$ cat config.mk
export PLATFORM = sky130hd
export DESIGN_NAME = clint_smp
export DESIGN_NICKNAME = d
export VERILOG_FILES = /design/src/rtl/clint_smp.sv
export SDC_FILE = /design/constraint.sdc
export NUM_CORES = 1
export LEC_CHECK = 0
export BUFFER_PORTS_ARGS = -buffer_cell sky130_fd_sc_hd__clkbuf_2
export CAP_MARGIN = 20
export CORE_MARGIN = 2
export CORE_UTILIZATION = 40
export CTS_BUF_LIST = sky130_fd_sc_hd__clkbuf_4 sky130_fd_sc_hd__clkbuf_8
export CTS_CLUSTER_DIAMETER = 30
export DETAILED_ROUTE_END_ITERATION = 7
export PLACE_DENSITY_LB_ADDON = 0.05
export SLEW_MARGIN = 5
export SYNTH_ARGS = -nofsm -noshare
export SYNTH_HDL_FRONTEND = slang
export SYNTH_SLANG_ARGS = --single-unit
$ cat constraint.sdc
create_clock -name CLK -period 4.7 [get_ports CLK]
set_clock_uncertainty 0.1 [all_clocks]
set_input_delay 0.235 -clock CLK [delete_from_list [all_inputs] [get_ports CLK]]
set_output_delay 0.235 -clock CLK [all_outputs]
set_load 0.05 [all_outputs]
$ cat src/rtl/clint_smp.sv
// Core-local interruptor for an SMP cluster: shared 64-bit mtime with a prescaler,
// plus per-hart mtimecmp and msip registers behind a 32-bit register port.
module clint_smp #(
  parameter int N_HARTS  = 1,
  parameter int TICK_DIV = 1
) (
  input  logic               CLK,
  input  logic               RST_X,
  input  logic               w_we,
  input  logic               w_re,
  input  logic [15:0]        w_addr,
  input  logic [31:0]        w_wdata,
  output logic [31:0]        w_rdata,
  output logic               w_rvalid,
  output logic [N_HARTS-1:0] w_mtip,
  output logic [N_HARTS-1:0] w_msip,
  output logic [63:0]        w_mtime
);

  logic [15:0]        r_presc;
  logic [63:0]        r_mtime;
  logic [63:0]        r_mtimecmp [N_HARTS];
  logic [N_HARTS-1:0] r_msip;
  logic [N_HARTS-1:0] r_mtip;
  logic [31:0]        r_rdata;
  logic               r_rvalid;

  logic        w_tick;
  logic        w_msipRgn;
  logic        w_cmpRgn;
  logic        w_mtimeLo;
  logic        w_mtimeHi;
  logic [3:0]  w_msipIdx;
  logic [3:0]  w_cmpIdx;
  logic        w_cmpHiHalf;
  logic [31:0] w_rdSel;
  logic        w_unusedLowAddr;

  assign w_tick          = (r_presc == 16'(TICK_DIV - 1));
  assign w_msipRgn       = (w_addr[15:6] == 10'd0);
  assign w_cmpRgn        = (w_addr[15:7] == 9'b0100_0000_0);
  assign w_mtimeLo       = (w_addr[15:2] == 14'h2FFE);
  assign w_mtimeHi       = (w_addr[15:2] == 14'h2FFF);
  assign w_msipIdx       = w_addr[5:2];
  assign w_cmpIdx        = w_addr[6:3];
  assign w_cmpHiHalf     = w_addr[2];
  assign w_unusedLowAddr = ^w_addr[1:0];

  // Hart slots beyond N_HARTS never match, so they read back as zero.
  always_comb begin
    w_rdSel = 32'd0;
    for (int h = 0; h < N_HARTS; h++) begin
      if (w_msipRgn && (w_msipIdx == 4'(h)))
        w_rdSel = {31'd0, r_msip[h]};
      if (w_cmpRgn && (w_cmpIdx == 4'(h)))
        w_rdSel = w_cmpHiHalf ? r_mtimecmp[h][63:32] : r_mtimecmp[h][31:0];
    end
    if (w_mtimeLo)
      w_rdSel = r_mtime[31:0];
    if (w_mtimeHi)
      w_rdSel = r_mtime[63:32];
  end

  // A software write to mtime wins over a coincident tick; the prescaler keeps running.
  always_ff @(posedge CLK) begin
    if (!RST_X) begin
      r_presc <= 16'd0;
      r_mtime <= 64'd0;
    end else begin
      r_presc <= w_tick ? 16'd0 : r_presc + 16'd1;
      if (w_we && w_mtimeLo)
        r_mtime[31:0] <= w_wdata;
      else if (w_we && w_mtimeHi)
        r_mtime[63:32] <= w_wdata;
      else if (w_tick)
        r_mtime <= r_mtime + 64'd1;
    end
  end

  always_ff @(posedge CLK) begin
    if (!RST_X) begin
      r_msip <= '0;
      r_mtip <= '0;
      for (int h = 0; h < N_HARTS; h++)
        r_mtimecmp[h] <= '1;
    end else begin
      for (int h = 0; h < N_HARTS; h++) begin
        r_mtip[h] <= (r_mtime >= r_mtimecmp[h]);
        if (w_we && w_msipRgn && (w_msipIdx == 4'(h)))
          r_msip[h] <= w_wdata[0];
        // The two halves are independent; there is no atomic 64-bit update.
        if (w_we && w_cmpRgn && (w_cmpIdx == 4'(h))) begin
          if (w_cmpHiHalf)
            r_mtimecmp[h][63:32] <= w_wdata;
          else
            r_mtimecmp[h][31:0] <= w_wdata;
        end
      end
    end
  end

  always_ff @(posedge CLK) begin
    if (!RST_X) begin
      r_rdata  <= 32'd0;
      r_rvalid <= 1'b0;
    end else begin
      r_rvalid <= w_re;
      if (w_re)
        r_rdata <= w_rdSel;
    end
  end

  assign w_rdata  = r_rdata;
  assign w_rvalid = r_rvalid;
  assign w_mtip   = r_mtip;
  assign w_msip   = r_msip;
  assign w_mtime  = r_mtime;

endmodule

* Yosys cells after proc, flatten, opt, wreduce, memory -nomap -nowiden
Memories as Yosys holds them, arrays and structs flattened. Cells that the tools add are included.
Storage, ports and cells: bits in writable memories 64, word-level logic and storage cells 58, memories kept 1, input bits 52, bits in registers 115, output and inout port bits 99
Memories:
- r_mtimecmp | words 1, width 64, rd ports 1, clocked after Yosys merged registers in 0, write ports 1, RTL line 22 | logic [63:0] r_mtimecmp [N_HARTS];
Cells by class: mux-type cells 22, equality and inequality tests 4, bitwise gates (word level) 2, reductions and logical operators 19, add/sub/neg operators 2, $lt $le $gt $ge 1
Operators with widths (number):
- 32-bit 2-to-1 mux | 7
- 64-bit 2-to-1 mux | 3
- 64-bit OR reduction | 2
- 64-bit by 1-bit adder with 64-bit output, second input constant | 1
- 64-bit >= comparator | 1
- 14-bit equality test, second input constant | 2
- 16-bit by 1-bit adder with 16-bit output, second input constant | 1
- 16-bit zero test | 1
- 10-bit zero test | 1
- 1-bit 2-to-1 mux | 10
- 9-bit by 8-bit equality test with 1-bit output, second input constant | 1
- 1-bit logical AND | 8
- 4-bit zero test | 2
- 2-bit 2-to-1 mux | 2
- 2-bit AND reduction | 2
- 2-bit nonzero test | 2
- 2-bit != test, second input constant | 1
- 1-bit inverter | 2
- 2-bit OR reduction | 1

* Depth between registers and ports, before layout
Gate-level depths: netlist (run 1).
depth in word-level cells 9, depth in mapped cells 10, depth with buffers taken out 8

* Least setup slack after synthesis (run 1)
Ideal clock, no wire load.
path type input to register, from input w_addr[3], to memory r_mtimecmp[0][32] (enable), arrival 3.067 ns, stages 4, required time 4.134 ns, setup slack 1.067 ns, cell sequence nor4_1 and3_1 nand2_1 o21ai_0
On the way: word-level cells in the longest chain between the ends 8
Ends and longest elaborated chain:
- start: declaration | RTL line 11 | input logic [15:0] w_addr,
- 4-bit zero test * | RTL line 92 | if (w_we && w_cmpRgn && (w_cmpIdx == 4'(h))) begin
- 1-bit logical AND * | RTL line 92
- 1-bit 2-to-1 mux | RTL line 92
- 1-bit 2-to-1 mux | RTL line 81 | if (!RST_X) begin
- 1-bit 2-to-1 mux (not written as such) | RTL line 94 | r_mtimecmp[h][63:32] <= w_wdata;
- 64-bit OR reduction (no line)
- 2-bit 2-to-1 mux (no line)
- 2-bit 2-to-1 mux (no line) *
- end: declaration | RTL line 22
Mark *: on every way between the ends. The rest lies on a longest branch, timed or not.

* Worst setup path in the final report (run 1)
from register r_mtime[0] (netlist: w_mtime[0]), to register r_mtime[62] (netlist: w_mtime[62])
On the way: word-level cells in the longest chain between the ends 3
Ends and longest elaborated chain:
- start: declaration | RTL line 21 | logic [63:0] r_mtime;
- start signal: assignment | RTL line 72 | r_mtime[31:0] <= w_wdata;
- start signal: assignment | RTL line 76 | r_mtime <= r_mtime + 64'd1;
- 64-bit by 1-bit adder with 64-bit output | RTL line 76
- 64-bit 2-to-1 mux | RTL line 75 | else if (w_tick)
- 32-bit 2-to-1 mux | RTL line 73 | else if (w_we && w_mtimeHi)
No other way between the ends. The select of a mux whose other input is x is not followed. A chain may end at the register's enable or synchronous reset.

==> results of run 1 <==
[report_power, final]
group	leakage, uW	switching [uW]	internal, uW
Sequential	0.00157	20.6	1630
Clock	0.000191	656	408
Combinational	0.00318	153	87.8
Total	0.00494	829	2130
[worst reg2reg max path, cell delays in order, from the launching register on]
cell and delay, ns:
dfxtp_1 0.58, ha_1 0.38, nand4_1 0.20, nor4_2 0.57
nand3_1 0.51, or4_1 0.69, or3_1 0.36, o211ai_1 0.08
[worst max-delay path by stage]
stage	to	slack (ns)	cells past startpoint
floorplan	r_mtimecmp[0][32]$_DFFE_PP_	1.07	4
global placement	w_mtime[63]$_SDFFE_PN0P_	1.13	9
detailed placement	w_mtime[63]$_SDFFE_PN0P_	1.15	9
CTS	w_mtime[62]$_SDFFE_PN0P_	1.30	7
global route	w_mtime[62]$_SDFFE_PN0P_	1.13	7
finish	w_mtime[62]$_SDFFE_PN0P_	1.17	7
[sequential cells by signal (all words and copies together) (netlist names)]
signal / cells
w_mtip: 1
w_rvalid: 1
r_mtimecmp: 64
w_rdata: 32
w_msip: 1
w_mtime: 64
r_presc: 16
[cells in the final DEF (no fill, tap or decap), types with 12 or more instances in the layout]
master and count:
a22oi_1 13, dfxtp_1 115, nor2_1 59, dlygate4sd3_1 18
nand4_1 37, and3_1 12, o211ai_1 15, buf_4 16
xor2_1 18, clkbuf_8 17, or4_1 16, nand3_1 39
a21oi_1 63, ha_1 67, nor3_1 31, xnor2_1 27
inv_1 113, nand2_1 125, clkbuf_2 147, a22o_1 31
nor4_1 17, mux4_2 30, o21ai_0 78, edfxtp_1 64
a211oi_1 17
[layer usage]
metal | up-vias | global-route usage
met1 | 4651 | 0.364
met2 | 324 | 0.389
met4 | 0 | 0.0597
met5 | - | 0
met3 | 34 | 0.0444
li1 | 4618 | -
[layout make-up]
cell class | instances | area, um^2 | area share
multi-input cells | 816 | 5850 | 0.474
inverters | 114 | 428 | 0.0347
flip-flops and latches | 179 | 4220 | 0.342
repair buffers | 182 | 1060 | 0.0855
clock buffers | 20 | 256 | 0.0208
clock inverters | 12 | 114 | 0.00922
well taps | 335 | 419 | 0.0339
[metrics by stage]
step / hold WS, ns / util / setup WS [ns] / instances / cell area [um^2]
global route: 0.00129 / 0.472 / 1.13 / 1658 / 12300
CTS: 0.00134 / 0.472 / 1.30 / 1658 / 12300
floorplan: 0.273 / - / 1.07 / 1170 / 10700
detailed placement: 0.365 / 0.451 / 1.15 / 1608 / 11800
global placement: 0.356 / 0.451 / 1.13 / 1608 / 11800
finish: 0.0141 / 0.472 / 1.17 / 1658 / 12300
[Yosys cell counts (27+ instances only)]
| library cell | n |
|---|---|
| ha_1 | 67 |
| inv_1 | 113 |
| dfxtp_1 | 115 |
| a21oi_1 | 63 |
| edfxtp_1 | 64 |
| nand4_1 | 37 |
| nor3_1 | 31 |
| nand2_1 | 125 |
| o21ai_0 | 80 |
| nor2_1 | 62 |
| nand3_1 | 39 |
| xnor2_1 | 27 |
| a22o_1 | 31 |
| clkbuf_1 | 51 |
| mux4_2 | 30 |
[logic make-up after synthesis]
| family | synth area share |
|---|---|
| flops | 0.395 |
| compound gates | 0.165 |
| simple gates | 0.188 |
| buf+inv | 0.0638 |
| fa+ha+maj | 0.0783 |
| xor+xnor | 0.0368 |
| mux | 0.0731 |
[repair_timing]
item	4_1_cts	5_1_grt
setup endpoints to repair	0	0
endpoints found under the hold margin	28	0
gates resized for setup	0	0
hold buffers	18	0
==> impl_metrics.env, run 1 <==
export IMPL_synth_edff_count=64
export IMPL_synthDominantCellAreaShare=0.215
export IMPL_clock_sinks=179
export IMPL_criticalPathCategory="reg2reg"
export IMPL_hold_class="in2reg"
export IMPL_cts_tree="yes"
export IMPL_vias=9627
export IMPL_drive_above_1_share=0.190
export IMPL_firstDrtPassIters=5
export IMPL_syn_area_per_cell_um2=9.15
export IMPL_r2r_start="w_mtime[0]$_SDFFE_PN0P_"
export IMPL_yosys_top_cells_area="dfxtp_1, edfxtp_1, ha_1"
export IMPL_die_area_um2=28100
export IMPL_cts_max_level=4
export IMPL_path_buf_inv=0
export IMPL_postCtsSetupBuffers=0
export IMPL_synthesis_nets=1289
export IMPL_grt_max_degree=72
export IMPL_row_count=59
export IMPL_period_needed_ns=3.53
export IMPL_p_per_area_nw_per_um2=239
export IMPL_path_cells="ha_1 -> nand4_1 -> nor4_2 -> nand3_1 -> or4_1 -> or3_1 -> o211ai_1"
export IMPL_clk_pin_slew_ns=0.12
export IMPL_r2r_slack_ns=1.17
export IMPL_start_util=0.409
export IMPL_drt_vias_per_instance=5.81
export IMPL_ant_nets=0
export IMPL_top_layer="met4"
export IMPL_grt_usage=0.251
export IMPL_setup_worst_path_start="w_mtime[0]$_SDFFE_PN0P_"
export IMPL_yosysWarnings=0
export IMPL_cp_top_family="simple AND/OR/NAND/NOR gates"
export IMPL_antenna_found_initial=0
export IMPL_yosysUniqueCellTypes=71
export IMPL_diodes=0
export IMPL_n_fill_cell=2599
export IMPL_rsz0062_at_grt="false"
export IMPL_syn_cell_area_um2=10700
export IMPL_wl_per_cell_um=21.2
export IMPL_ys_ff_latch=179
export IMPL_area_growth_pct=15.4
export IMPL_wirelength_um=35200
export IMPL_drv_slew=0
export IMPL_p_leak_uw=0.00494
export IMPL_reg2reg_depth=7
export IMPL_tightestPinTransition_ns=1.01
export IMPL_synth_seq_area_share=0.395
export IMPL_fin_nets=1429
export IMPL_tns_ns=0
export IMPL_grt_pass1_wl_um=54200
export IMPL_worstPathMaxFanout=9
export IMPL_fmax_mhz=284
export IMPL_startpoint_type="flop"
export IMPL_cp_slowest_stage_delay_ns=0.68
export IMPL_ir_drop_mv=0.176
export IMPL_grt_pass1_vias=9009
export IMPL_die_h_um=168
export IMPL_root_buffer="clkbuf_8"
export IMPL_drc_errors=0
export IMPL_met3_length_um=2230
export IMPL_cp_data_arrival_time_ns=3.83
export IMPL_timing_rr_end="w_mtime[62]$_SDFFE_PN0P_"
export IMPL_min_delay_start="w_wdata[22]"
export IMPL_drt_iter0_drc=777
export IMPL_outcome="complete, no violations"
export IMPL_yosysTopAreaCell="dfxtp_1"
export IMPL_port_buffers=148
export IMPL_dpl_hpwl_um=25600
export IMPL_period_share=0.750
export IMPL_synthFlopType="dfxtp_1"
export IMPL_netlist_instances=1170
export IMPL_hold_depth=3
export IMPL_worstPathRequired_ns=5.00
export IMPL_die_w_um=168
export IMPL_gp_congestion=0.944
export IMPL_critPathCaptureType="flop"
export IMPL_clock_latency_ns=0.48
export IMPL_synthArstFlopShare=0
export IMPL_relSlewSlack=0.327
export IMPL_min_to="w_mtime[22]$_SDFFE_PN0P_"
export IMPL_wl_met2_um=15800
export IMPL_finalHoldViolCount=0
export IMPL_met1_length_um=16700
export IMPL_cts_buffers=17
export IMPL_core_area_um2=26100
export IMPL_cap_viol_max_count=0
export IMPL_gr_total_overflow=0
export IMPL_io_pins=151
export IMPL_slowest_stage="or4_1"
export IMPL_setup_violations=0
export IMPL_finalPower_uw=2950
export IMPL_clockBufferDepth=2
No activity file was read; power rests on OpenSTA's default activity.
==> run 2: changes to the inputs <==
==> constraint.sdc (replaced) <==
create_clock -name CLK -period 3.3 [get_ports CLK]
set_clock_uncertainty 0.1 [all_clocks]
set_input_delay 0.165 -clock CLK [delete_from_list [all_inputs] [get_ports CLK]]
set_output_delay 0.165 -clock CLK [all_outputs]
set_load 0.05 [all_outputs]
==> run 2 against run 1 <==
Compared with the run above:
- sequential cell count unchanged
- wire length up 2.9%
- utilization grew 1.9 points
- via count grew 1.7%
- critical endpoint is now w_mtime[49]$_SDFFE_PN0P_
- clock power is 55% higher
- global-route usage grew 0.79 points
- total power increased by 47%
- worst setup slack worse by 0.81 ns
- largest power group unchanged
- highest routed layer unchanged
- die area stayed put
==> impl_metrics.env, run 2 (same netlist as run 1, synthesis figures left out) <==
export IMPL_startpoint_type="flop"
export IMPL_start_util=0.409
export IMPL_drt_vias_per_instance=5.71
export IMPL_gr_total_overflow=0
export IMPL_core_area_um2=26100
export IMPL_dpl_hpwl_um=26400
export IMPL_drive_above_1_share=0.211
export IMPL_period_share=0.890
export IMPL_grt_usage=0.258
export IMPL_cts_tree="yes"
export IMPL_min_delay_start="w_wdata[30]"
export IMPL_hold_class="in2reg"
export IMPL_drt_iter0_drc=859
export IMPL_relSlewSlack=0.382
export IMPL_grt_max_degree=37
export IMPL_die_area_um2=28100
export IMPL_port_buffers=148
export IMPL_r2r_slack_ns=0.36
export IMPL_final_common_cell="clkbuf_2"
export IMPL_grt_pass1_wl_um=55700
export IMPL_clock_sinks=179
export IMPL_layout_setup_ws_ns=0.363
export IMPL_period_needed_ns=2.94
export IMPL_rsz0062_at_grt="false"
export IMPL_antenna_found_initial=0
export IMPL_ant_nets=0
export IMPL_vias=9788
export IMPL_min_to="r_mtimecmp[0][62]$_DFFE_PP_"
export IMPL_worstPathMaxFanout=8
export IMPL_io_pins=151
export IMPL_p_leak_uw=0.00522
export IMPL_cp_data_arrival_time_ns=3.24
export IMPL_gp_congestion=0.936
export IMPL_critPathCaptureType="flop"
export IMPL_r2r_start="w_mtime[3]$_SDFFE_PN0P_"
export IMPL_mostFrequentLayoutCells="clkbuf_2, nand2_1, dfxtp_1"
export IMPL_root_buffer="clkbuf_8"
export IMPL_die_w_um=168
export IMPL_fin_nets=1485
export IMPL_ir_drop_mv=0.181
export IMPL_cap_viol_max_count=0
export IMPL_p_per_area_nw_per_um2=339
export IMPL_fmax_mhz=340
export IMPL_die_h_um=168
export IMPL_area_growth_pct=19.9
export IMPL_wl_per_cell_um=21.1
export IMPL_finalPower_uw=4350
export IMPL_diodes=0
export IMPL_firstDrtPassIters=6
export IMPL_wirelength_um=36200
export IMPL_setup_violations=0
export IMPL_timing_rr_end="w_mtime[49]$_SDFFE_PN0P_"
export IMPL_criticalPathCategory="reg2reg"
export IMPL_hold_depth=3
export IMPL_clock_latency_ns=0.48
export IMPL_cts_max_level=4
export IMPL_tightestPinTransition_ns=0.919
export IMPL_clockBufferDepth=2
export IMPL_finalHoldViolCount=0
export IMPL_tns_ns=0
export IMPL_outcome="complete, no violations"
export IMPL_cts_buffers=17
export IMPL_row_count=59
export IMPL_reg2reg_depth=6
export IMPL_place_ws_ns=0.426
export IMPL_worstPathRequired_ns=3.60
export IMPL_drc_errors=0
export IMPL_clk_pin_slew_ns=0.12
export IMPL_drv_slew=0
export IMPL_grt_pass1_vias=9234
-- run 2: cell types whose count changed in the layout (fill, tap and decap cells not counted), moves of 2 or more --
cell,change
bufinv_16,+2
inv_8,-3
buf_4,+41
clkinv_4,-2
clkinvlp_4,+2
dlygate4sd3_1,+16
-- run 2: worst max-delay path by stage --
stage                                  from                     endpoint  depth (start not counted)
finish              w_mtime[3]$_SDFFE_PN0P_     w_mtime[49]$_SDFFE_PN0P_                          6
global route        w_mtime[1]$_SDFFE_PN0P_     w_mtime[62]$_SDFFE_PN0P_                          7
CTS                 w_mtime[1]$_SDFFE_PN0P_     w_mtime[40]$_SDFFE_PN0P_                          8
detailed placement  w_mtime[3]$_SDFFE_PN0P_     w_mtime[49]$_SDFFE_PN0P_                          6
global placement    w_mtime[1]$_SDFFE_PN0P_     w_mtime[40]$_SDFFE_PN0P_                          8
floorplan                         w_addr[3]  r_mtimecmp[0][32]$_DFFE_PP_                          4
-- run 2: repair_timing --
action	4_1_cts	5_1_grt
hold endpoints to repair	108	0
resized for setup	0	0
hold buffers	34	0
buffers inserted	0	0
-- run 2: layout make-up --
| cell class | count | area, um^2 |
|---|---|---|
| Timing Repair Buffer | 238 | 1500 |
| Sequential cell | 179 | 4220 |
| Inverter | 114 | 428 |
| Fill cell | 2565 | 13300 |
| Clock inverter | 12 | 146 |
| Clock buffer | 20 | 263 |
| Tap cell | 335 | 419 |
| Multi-Input combinational cell | 816 | 5850 |
-- run 2: per-layer routing --
metal | up-vias | track usage | part of all wire
met4 | 0 | 0.0605 | 0.013
li1 | 4711 | - | -
met1 | 4733 | 0.374 | 0.48
met2 | 314 | 0.403 | 0.45
met5 | - | 0 | 0
met3 | 30 | 0.0461 | 0.056
-- run 2: critical path, stage by stage (launching register included) --
cell and delay, ns:
dfxtp_1 0.51, nand4_1 0.33, or4_1 0.71, nor4_4 0.58, nand3b_1 0.21, o31a_1 0.28, o22ai_1 0.15
-- run 2: power by group --
part           switching (uW)  total, uW  internal [uW]  leakage [uW]
sequential               28.4       2350           2320       0.00157
combinational             223        365            142       0.00344
clock                     908       1640            729      0.000200
-- run 2: metrics by stage --
| stage | hold WS, ns | cell area [um^2] | util | std cells |
|---|---|---|---|---|
| after global routing | 0.0228 | 12800 | 0.491 | 1714 |
| after CTS | 0.00422 | 12800 | 0.491 | 1714 |
| after global placement | 0.356 | 12100 | 0.462 | 1648 |
| after detailed placement | 0.364 | 12100 | 0.462 | 1648 |
| final | 0.0294 | 12800 | 0.491 | 1714 |
| after floorplan | 0.203 | 10700 | - | 1170 |
==> run 3: changes to the inputs <==
--- a/config.mk
+++ b/config.mk
@@ -13,7 +13,9 @@
 export CTS_CLUSTER_DIAMETER = 30
 export DETAILED_ROUTE_END_ITERATION = 7
 export PLACE_DENSITY_LB_ADDON = 0.05
+export SETUP_SLACK_MARGIN = 0.4
 export SLEW_MARGIN = 5
 export SYNTH_ARGS = -nofsm -noshare
 export SYNTH_HDL_FRONTEND = slang
 export SYNTH_SLANG_ARGS = --single-unit
+export TNS_END_PERCENT = 1
==> run 3 against run 2 <==
Compared with the run above:
- wire length hardly changed
- critical path depth up 1
- worst setup slack improved by 0.056 ns
- clock power is essentially flat
- register-to-register slack improved by 0.06 ns
- first-iteration DRC count rose by 1.9%
- utilization increased by 0.062 points
- die area unchanged
- combinational power is essentially flat
- via count up 0.35%
- critical endpoint is now w_mtime[31]$_SDFFE_PN0P_
- sequential share of layout area barely moved
- global-route usage stayed put
==> impl_metrics.env, run 3 (same netlist as run 1, synthesis figures left out) <==
export IMPL_grt_pass1_wl_um=55700
export IMPL_mostFrequentLayoutCells="clkbuf_2, nand2_1, dfxtp_1"
export IMPL_place_ws_ns=0.426
export IMPL_drt_vias_per_instance=5.73
export IMPL_diodes=0
export IMPL_start_util=0.409
export IMPL_wirelength_um=36300
export IMPL_setup_worst_path_start="w_mtime[3]$_SDFFE_PN0P_"
export IMPL_r2r_start="w_mtime[3]$_SDFFE_PN0P_"
export IMPL_root_buffer="clkbuf_8"
export IMPL_grt_max_degree=37
export IMPL_hold_class="in2reg"
export IMPL_gp_congestion=0.936
export IMPL_finalNonFillerCells=1715
export IMPL_worstPathMaxFanout=8
export IMPL_port_buffers=148
export IMPL_cp_top_family="simple AND/OR/NAND/NOR gates"
export IMPL_vias=9822
export IMPL_final_common_cell="clkbuf_2"
export IMPL_clock_sinks=179
export IMPL_cts_tree="yes"
export IMPL_path_buf_inv=1
export IMPL_cp_slowest_stage_delay_ns=0.73
export IMPL_period_needed_ns=2.88
export IMPL_wl_per_cell_um=21.1
export IMPL_cp_data_arrival_time_ns=3.17
export IMPL_fin_nets=1486
export IMPL_area_growth_pct=20.1
export IMPL_seqCellArea_um2=4220
export IMPL_clockBufferDepth=2
export IMPL_n_fill_cell=2564
export IMPL_p_leak_uw=0.00524
export IMPL_cts_max_level=4
export IMPL_worstPathRequired_ns=3.59
export IMPL_gr_total_overflow=0
export IMPL_timing_hold_ws_ns=0.0270
export IMPL_clock_latency_ns=0.49
export IMPL_dpl_hpwl_um=26400
export IMPL_die_h_um=168
export IMPL_relSlewSlack=0.321
export IMPL_tns_ns=0
export IMPL_place_inst=1648
export IMPL_period_share=0.873
export IMPL_layout_setup_ws_ns=0.419
export IMPL_drt_iter0_drc=875
export IMPL_min_delay_start="w_wdata[30]"
export IMPL_tightestPinTransition_ns=1.01
export IMPL_startpoint_type="flop"
export IMPL_finalPower_uw=4360
export IMPL_rsz0062_at_grt="true"
export IMPL_multi_input_area_um2=5860
export IMPL_ant_nets=0
export IMPL_drc_errors=0
export IMPL_path_cells="nand4_1 -> or4_1 -> nor4_4 -> buf_4 -> nand3_1 -> xor2_1 -> a211oi_1"
export IMPL_firstDrtPassIters=6
export IMPL_p_per_area_nw_per_um2=339
export IMPL_core_area_um2=26100
export IMPL_ir_drop_mv=0.180
export IMPL_slowest_stage="or4_1"
export IMPL_antenna_found_initial=0
export IMPL_grt_usage=0.258
export IMPL_fmax_mhz=347
export IMPL_setup_violations=0
export IMPL_drv_slew=0
export IMPL_criticalPathCategory="reg2reg"
export IMPL_finalHoldViolCount=0
export IMPL_cap_viol_max_count=0
export IMPL_drive_above_1_share=0.212
export IMPL_clk_pin_slew_ns=0.12
export IMPL_critPathCaptureType="flop"
export IMPL_outcome="complete, no violations"
export IMPL_die_area_um2=28100
export IMPL_die_w_um=168
export IMPL_grt_pass1_vias=9234
export IMPL_cts_buffers=17
export IMPL_io_pins=151
export IMPL_row_count=59
==> run 3: worst min-delay path, cell delays in order <==
cell	delay (ns)
clkbuf_2	0.19
nand2_1	0.07
nand2_1	0.06
==> run 3: path summary, 6_finish.rpt <==
kind                                       to  slack [ns]  depth (start not counted)
setup / recovery     w_mtime[31]$_SDFFE_PN0P_        0.42                          7
hold / removal    r_mtimecmp[0][62]$_DFFE_PP_        0.03                          3
setup reg to reg     w_mtime[31]$_SDFFE_PN0P_        0.42                          7
hold reg to reg         r_presc[0]$_SDFF_PP0_        0.38                          1
==> run 3: layout make-up <==
type,instances,share of cell area
Sequential cell,179,0.329
Tap cell,335,0.0326
Inverter,114,0.0333
Multi-Input combinational cell,816,0.456
Timing Repair Buffer,239,0.118
Clock inverter,12,0.0114
Clock buffer,20,0.0204
==> run 3: per-stage QoR <==
step,instance area (um^2),util
finish,12800,0.492
CTS,12800,0.491
detailed placement,12100,0.462
global route,12800,0.492
floorplan,10700,-
global placement,12100,0.462
==> run 3: power by group <==
part           switching (uW)  internal, uW  leakage [uW]
combinational             223           142       0.00347
clock                     913           729      0.000200
sequential               28.7          2320       0.00157
total                    1160          3190       0.00524
==> run 3: per-layer routing <==
layer / GRT usage / vias to the layer above / routed length [um]
met4: 0.0605 / 0 / 490
met1: 0.374 / 4749 / 17400
met2: 0.403 / 318 / 16200
met5: 0 / - / 0
met3: 0.0461 / 35 / 2120
li1: - / 4720 / -
==> run 3: repair_timing <==
action,CTS,global route
endpoints found under the hold margin,108,0
endpoints found under the setup margin,0,11
setup buffers,0,1
hold buffers,34,0
gates resized for setup,0,1
